--- src/rtl/aes_round_ctrl.sv ---
// aes_round_ctrl - sequencing controller for an iterative AES-128 encryption datapath.
// After a start it runs the initial AddRoundKey, then SubBytes/ShiftRows/MixColumns/
// AddRoundKey for each round (the last round has no MixColumns). It stalls each key stage
// on key_ready and finishes with an out_valid/out_ready handshake.
// Optional feature: define AES_ROUND_CTRL_ABORT_EN to add the abort input.
`timescale 1ns/1ps
module aes_round_ctrl #(
    parameter int NUM_ROUNDS = 10,
    parameter int STAGE_LAT  = 1
) (
    input  logic       clk,
    input  logic       rst,
    input  logic       start_valid,
    output logic       start_ready,
    input  logic       key_ready,
    output logic       key_req,
    output logic       en_sub,
    output logic       en_shift,
    output logic       en_mix,
    output logic       en_ark,
    output logic [3:0] round_idx,
    output logic       last_round,
    output logic       out_valid,
    input  logic       out_ready,
`ifdef AES_ROUND_CTRL_ABORT_EN
    input  logic       abort,
`endif
    output logic       busy
);

    typedef enum logic [2:0] {IDLE, INIT_ARK, SUB, SHIFT, MIX, ARK, OUT} state_t;

    // Dwell counter holds the number of cycles left after the current one in a stage.
    localparam int             CW         = (STAGE_LAT > 1) ? $clog2(STAGE_LAT + 1) : 1;
    localparam logic [CW-1:0]  DWELL_LAST = CW'(STAGE_LAT - 1);
    localparam logic [CW-1:0]  CNT_ONE    = CW'(1);
    localparam logic [3:0]     LAST_IDX   = 4'(NUM_ROUNDS);

    state_t        state;
    logic [CW-1:0] cnt;
    logic          abort_hit;

`ifdef AES_ROUND_CTRL_ABORT_EN
    // An abort only matters while a block is in flight; in IDLE it is ignored.
    assign abort_hit = abort && (state != IDLE);
`else
    assign abort_hit = 1'b0;
`endif

    // Single-process FSM: state, dwell counter and every output are registered here.
    always_ff @(posedge clk) begin
        if (rst || abort_hit) begin
            state       <= IDLE;
            cnt         <= '0;
            start_ready <= 1'b1;
            key_req     <= 1'b0;
            en_sub      <= 1'b0;
            en_shift    <= 1'b0;
            en_mix      <= 1'b0;
            en_ark      <= 1'b0;
            round_idx   <= '0;
            last_round  <= 1'b0;
            out_valid   <= 1'b0;
            busy        <= 1'b0;
        end else begin
            en_sub   <= 1'b0;
            en_shift <= 1'b0;
            en_mix   <= 1'b0;
            en_ark   <= 1'b0;
            case (state)
                IDLE: begin
                    if (start_valid) begin
                        state       <= INIT_ARK;
                        start_ready <= 1'b0;
                        busy        <= 1'b1;
                        key_req     <= 1'b1;
                        round_idx   <= '0;
                        last_round  <= 1'b0;
                    end
                end
                INIT_ARK, ARK: begin
                    // key_req high means the stage is still waiting for its round key.
                    if (key_req) begin
                        if (key_ready) begin
                            key_req <= 1'b0;
                            en_ark  <= 1'b1;
                            cnt     <= DWELL_LAST;
                        end
                    end else if (cnt != '0) begin
                        cnt <= cnt - CNT_ONE;
                    end else if (state == ARK && round_idx == LAST_IDX) begin
                        state     <= OUT;
                        out_valid <= 1'b1;
                    end else begin
                        state      <= SUB;
                        en_sub     <= 1'b1;
                        cnt        <= DWELL_LAST;
                        round_idx  <= round_idx + 4'd1;
                        last_round <= ((round_idx + 4'd1) == LAST_IDX);
                    end
                end
                SUB: begin
                    if (cnt != '0) begin
                        cnt <= cnt - CNT_ONE;
                    end else begin
                        state    <= SHIFT;
                        en_shift <= 1'b1;
                        cnt      <= DWELL_LAST;
                    end
                end
                SHIFT: begin
                    if (cnt != '0) begin
                        cnt <= cnt - CNT_ONE;
                    end else if (round_idx < LAST_IDX) begin
                        state  <= MIX;
                        en_mix <= 1'b1;
                        cnt    <= DWELL_LAST;
                    end else begin
                        // Final round skips MixColumns; a ready key pulses ARK on entry.
                        state <= ARK;
                        if (key_ready) begin
                            en_ark <= 1'b1;
                            cnt    <= DWELL_LAST;
                        end else begin
                            key_req <= 1'b1;
                        end
                    end
                end
                MIX: begin
                    if (cnt != '0) begin
                        cnt <= cnt - CNT_ONE;
                    end else begin
                        state <= ARK;
                        if (key_ready) begin
                            en_ark <= 1'b1;
                            cnt    <= DWELL_LAST;
                        end else begin
                            key_req <= 1'b1;
                        end
                    end
                end
                OUT: begin
                    if (out_ready) begin
                        state       <= IDLE;
                        out_valid   <= 1'b0;
                        start_ready <= 1'b1;
                        busy        <= 1'b0;
                        round_idx   <= '0;
                        last_round  <= 1'b0;
                    end
                end
                default: state <= IDLE;
            endcase
        end
    end

endmodule

--- config.mk ---
export PLATFORM = sky130hd
export DESIGN_NAME = aes_round_ctrl
export DESIGN_NICKNAME = d
export VERILOG_FILES = /design/src/rtl/aes_round_ctrl.sv
export SDC_FILE = /design/constraint.sdc
export NUM_CORES = 1
export LEC_CHECK = 0
export BUFFER_PORTS_ARGS = -buffer_cell sky130_fd_sc_hd__buf_4
export CAP_MARGIN = 20
export CELL_PAD_IN_SITES_DETAIL_PLACEMENT = 1
export CELL_PAD_IN_SITES_GLOBAL_PLACEMENT = 2
export CORE_ASPECT_RATIO = 1.1
export CORE_MARGIN = 4
export CORE_UTILIZATION = 29
export CTS_BUF_LIST = sky130_fd_sc_hd__clkbuf_8
export CTS_CLUSTER_DIAMETER = 150
export DETAILED_ROUTE_END_ITERATION = 12
export PLACE_DENSITY = 0.74
export SYNTH_ARGS = -nofsm -noshare
export SYNTH_HDL_FRONTEND = slang
export SYNTH_SLANG_ARGS = --single-unit
--- constraint.sdc ---
create_clock -name clk -period 1.7 [get_ports clk]
set_clock_uncertainty 0.05 [all_clocks]
set_input_delay 0.085 -clock clk [delete_from_list [all_inputs] [get_ports clk]]
set_output_delay 0.085 -clock clk [all_outputs]
set_load 0.005 [all_outputs]
# Word level (Yosys, flattened, before mapping)
# Index checks and enable logic that the tools add are counted.
[classes]
add_sub_neg = 2
n_lt_le_gt_ge = 1
eq_ne = 19
mux = 50
bitwise = 3
reduce_logical = 18
[ops]
columns = ["operator", "count"]
rows = [
  ["$mux W1", 28],
  ["$mux W3", 8],
  ["$mux W4", 5],
  ["$ne A2 B2 Y1 const B", 10],
  ["$pmux W3 S6", 1],
  ["$pmux W4 S3", 1],
  ["$reduce_and A5 Y1", 2],
  ["$eq A3 B3 Y1 const B", 3],
  ["$eq A4 B4 Y1 const B", 2],
  ["$pmux W1 S2", 4],
  ["$reduce_and A7 Y1", 1],
  ["$eq A3 B2 Y1 const B", 2],
  ["$pmux W1 S3", 2],
  ["$reduce_and A6 Y1", 1],
  ["$reduce_bool A2 Y1", 3],
  ["$reduce_or A3 Y1", 2],
  ["$add A4 B1 Y4 const B", 1],
  ["$lt A4 B4 Y1 const B", 1],
  ["$pmux W1 S4", 1],
  ["$reduce_bool A4 Y1", 1],
  ["$reduce_or A2 Y1", 2],
  ["$reduce_or A4 Y1", 1],
  ["$eq A3 B1 Y1 const B", 1],
  ["$logic_not A3 Y1", 1],
  ["other kinds (7)", 9],
]
[word_totals]
register_bits = 17
wordCells = 105

# Longest topological paths before layout
[logic_depth]
depth_word = 6
mapped_depth = 6
mapped_depth_nobuf = 6

# Worst setup path after synthesis
# OpenSTA, ideal clock, no wires.
[synth_path]
path_type = "reg-to-reg"
from = "register round_idx[0]"
to = "register round_idx[2]"
arrival_ns = 1.630
required_ns = 1.579
setup_slack_ns = -0.051
stages_incl_launch_ff = 7
path_buffers = 0
path_cell_list = "dfxtp_1 > inv_1 > ha_1 > and3b_1 > o221a_4 > or4_1 > a21oi_1"
[synth_via]
elab_chain_cells = 5
elab_cells_between_ends = 9
classes_between = "1 x add/sub; 2 x eq/ne; 4 x mux; 2 x reduce/logical"
[synth_lines]
columns = ["element", "line", "text"]
rows = [
  ["start, declared", "21", "output logic [3:0] round_idx,"],
  ["start signal, assigned", "98", "round_idx <= round_idx + 4'd1;"],
  ["$add A4 B1 Y4", "98", ""],
  ["$mux W4", "91", "end else if (state == ARK && round_idx == LAST_IDX) begin"],
  ["$mux W4", "89", "end else if (cnt != '0) begin"],
  ["$mux W4", "83", "if (key_req) begin"],
  ["$pmux W4 S3", "70", "case (state)"],
]
# Parallel ways exist; a longest one is shown, timed or not. The select of a mux whose other input is x is not followed.
# A chain may end at the register's enable or synchronous reset.

# Worst setup path after layout
[layout_path]
from = "register round_idx[0]"
to = "register round_idx[1]"
# The elaborated chain is that of the path after synthesis.

==> impl_metrics.json <==
{
  "finalHoldViolCount": 0,
  "postPlaceCellArea_um2": 1100,
  "cts_tree": "yes",
  "via_per_inst": 5.34,
  "drive_above_1_share_pct": 35.9,
  "synth_area_per_cell_um2": 8.48,
  "largest_reg_flops": 4,
  "synthArstFlopShare_pct": 0,
  "crit_fanout": 8,
  "syn2layout_area_growth_pct": 33.9,
  "reg2reg_to": "round_idx[1]$_SDFFE_PP0P_",
  "grt_first_pass_wirelength_mm": 4.22,
  "vias": 875,
  "status": "finished, final reports clean",
  "yosysSeqAreaShare_pct": 36.3,
  "timing.rr.start": "round_idx[0]$_SDFFE_PP0P_",
  "synth_area_um2": 882,
  "drc": 0,
  "synth_fp_nets": 112,
  "root_buffer": "clkbuf_8",
  "n_fill_cell": 358,
  "ant_nets": 0,
  "fmax_mhz": 613,
  "fin_area_um2": 1180,
  "setup_viol": 0,
  "ctsLongestPathBuffers": 2,
  "wl_per_cell_um": 15.5,
  "core-area_um2": 2850,
  "grt_pass1_vias": 912,
  "p_per_area_nw_per_um2": 1050,
  "min_from": "rst",
  "endpoint_kind": "register",
  "grt_use_total_pct": 14.0,
  "die_w_um": 60.6,
  "cts_buffers": 3,
  "largest_register": "round_idx",
  "place.detailed.hpwl_mm": 1.87,
  "clkSinkCount": 16,
  "rows": 20,
  "ios": 18,
  "required_ns": 1.83,
  "antenna_found_initial": 0,
  "dpl.cell_count": 160,
  "worstSetupPathType": "register to register",
  "maxCapViolCount": 0,
  "overflow": 0,
  "min_path_cells": 2,
  "tightest_slew_ns": 0.498,
  "synth_cell_types": 36,
  "period_needed_ns": 1.63,
  "ys_seq_elements": 16,
  "period_share_pct": 95.9,
  "die_height_um": 65.8,
  "p_leak_nw": 0.491,
  "rsz0062_at_grt": "false",
  "drtIter0Drc": 10,
  "clk_pin_slew_ns": 0.06,
  "r2r_slack_ns": 0.07,
  "gp_congestion": 0.748,
  "hold_end": "round_idx[2]$_SDFFE_PP0P_",
  "syn_inst": 104,
  "cts_hold_buffers": 0,
  "slew_headroom_pct": 66.5,
  "irDropWorstVdd_mv": 0.677,
  "htree_levels": 1,
  "timing.setup.tns_ns": 0,
  "arrival_ns": 1.77,
  "grt_start_max_net_pins": 16,
  "synth_flop_cell": "dfxtp_1",
  "start_util_pct": 30.9,
  "dr.pass1.iters": 4,
  "final_cells": 164,
  "holdCritPathClass": "primary input to register",
  "reg2regPathDepth": 6,
  "ys_warn_count": 0,
  "fin_nets": 141,
  "final_util_pct": 41.4,
  "finalWirelength_mm": 2.54,
  "crit_path_start_kind": "register",
  "dieArea_um2": 3990,
  "reg_top3": "round_idx (4), state (3)",
  "io_buffers": 17,
  "antenna_cells": 0,
  "clkLatencyLatePin_ns": 0.25,
  "slew_violations": 0,
  "synth_edf_count": 0
}
worst max-delay path: stages (launching register included):
cell	delay, ns
dfxtp_2	0.32
inv_1	0.04
ha_2	0.16
and3b_2	0.21
o221a_4	0.25
or4_4	0.42
a21oi_2	0.12
repair_timing:
item	4_1_cts	5_1_grt
resized for setup	1	8
pin swaps	3	2
setup endpoints to repair	1	6
hold endpoints to repair	0	0
buffers inserted	1	0
kinds of logic (layout without fill, tap and decap cells):
kind of cell | Yosys count | count (layout) | share of synthesized area, %
buffers and inverters | 12 | 39 | 7.38
AND/OR/NAND/NOR | 42 | 42 | 29.2
adder cells (fa/ha/maj) | 3 | 3 | 4.26
flip-flops | 16 | 16 | 36.3
AO/OA/AOI/OAI | 30 | 30 | 21.7
multiplexers | 1 | 1 | 1.13
where the power goes:
part	internal (mW)	switching [mW]
Combinational	0.239	0.263
Clock	0.157	0.129
Sequential	0.424	0.0328
layout by cell type, fill, tap and decap left out, types with 5 or more instances in the layout:
master and n:
a21oi_1 8, buf_4 31, dfxtp_1 14, inv_1 5, nand2_1 5, nor2_1 7
o21ai_0 8
per-layer routing:
layer	track usage [%]	vias up	wire, µm
met5	0	-	0
met4	3.79	0	35
met3	4.10	6	106
met2	22.9	18	1250
met1	17.5	416	1150
li1	-	435	-
cells in the mapped netlist (2+ instances only):
cell type	instances	area, µm²
a22oi_1	2	15.0
o21ai_0	8	40.0
and3b_1	2	17.5
nand3_1	4	20.0
inv_1	5	18.8
clkbuf_1	3	11.3
a211oi_1	2	15.0
nor3b_1	2	15.0
ha_1	3	37.5
or4_1	4	30.0
o31ai_1	2	15.0
and3_1	2	12.5
nand3b_1	3	22.5
buf_6	2	22.5
or3_1	2	12.5
nand2b_1	3	18.8
nor2_1	7	26.3
nand2_1	5	18.8
dfxtp_1	16	320
nor4_1	2	12.5
a21oi_1	10	50.1
through the flow:
step | hold slack [ns] | setup slack, ns | power [mW]
final | 0.0746 | 0.0692 | 1.25
after global routing | 0.0712 | 0.0199 | 1.34
after CTS | 0.0718 | 0.0269 | 1.24
after detailed placement | 0.337 | -0.0173 | 0.953
after global placement | 0.325 | 0.0438 | 0.938
after floorplan | 0.111 | 0.00797 | 0.766
area by class of cell:
cell class,instances,area (µm²),area share [%]
clock buffer,3,41.3,3.50
inverter,5,18.8,1.59
multi-input combinational,76,524,44.4
sequential,16,323,27.3
tap,33,41.3,3.50
timing repair buffer,31,233,19.7
worst max path at each step:
stage	slack, ns	to	cells past startpoint	startpoint
4_1_cts	0.03	round_idx[2]$_SDFFE_PP0P_	4	state[0]$_SDFFE_PP0P_
3_3_place_gp	0.04	round_idx[2]$_SDFFE_PP0P_	6	round_idx[0]$_SDFFE_PP0P_
2_1_floorplan	0.008	round_idx[2]$_SDFFE_PP0P_	6	round_idx[0]$_SDFFE_PP0P_
6_report	0.07	round_idx[1]$_SDFFE_PP0P_	6	round_idx[0]$_SDFFE_PP0P_
3_5_place_dp	-0.02	round_idx[2]$_SDFFE_PP0P_	6	round_idx[0]$_SDFFE_PP0P_
5_1_grt	0.02	round_idx[2]$_SDFFE_PP0P_	6	round_idx[0]$_SDFFE_PP0P_
Power figures use the tool's default switching activity.
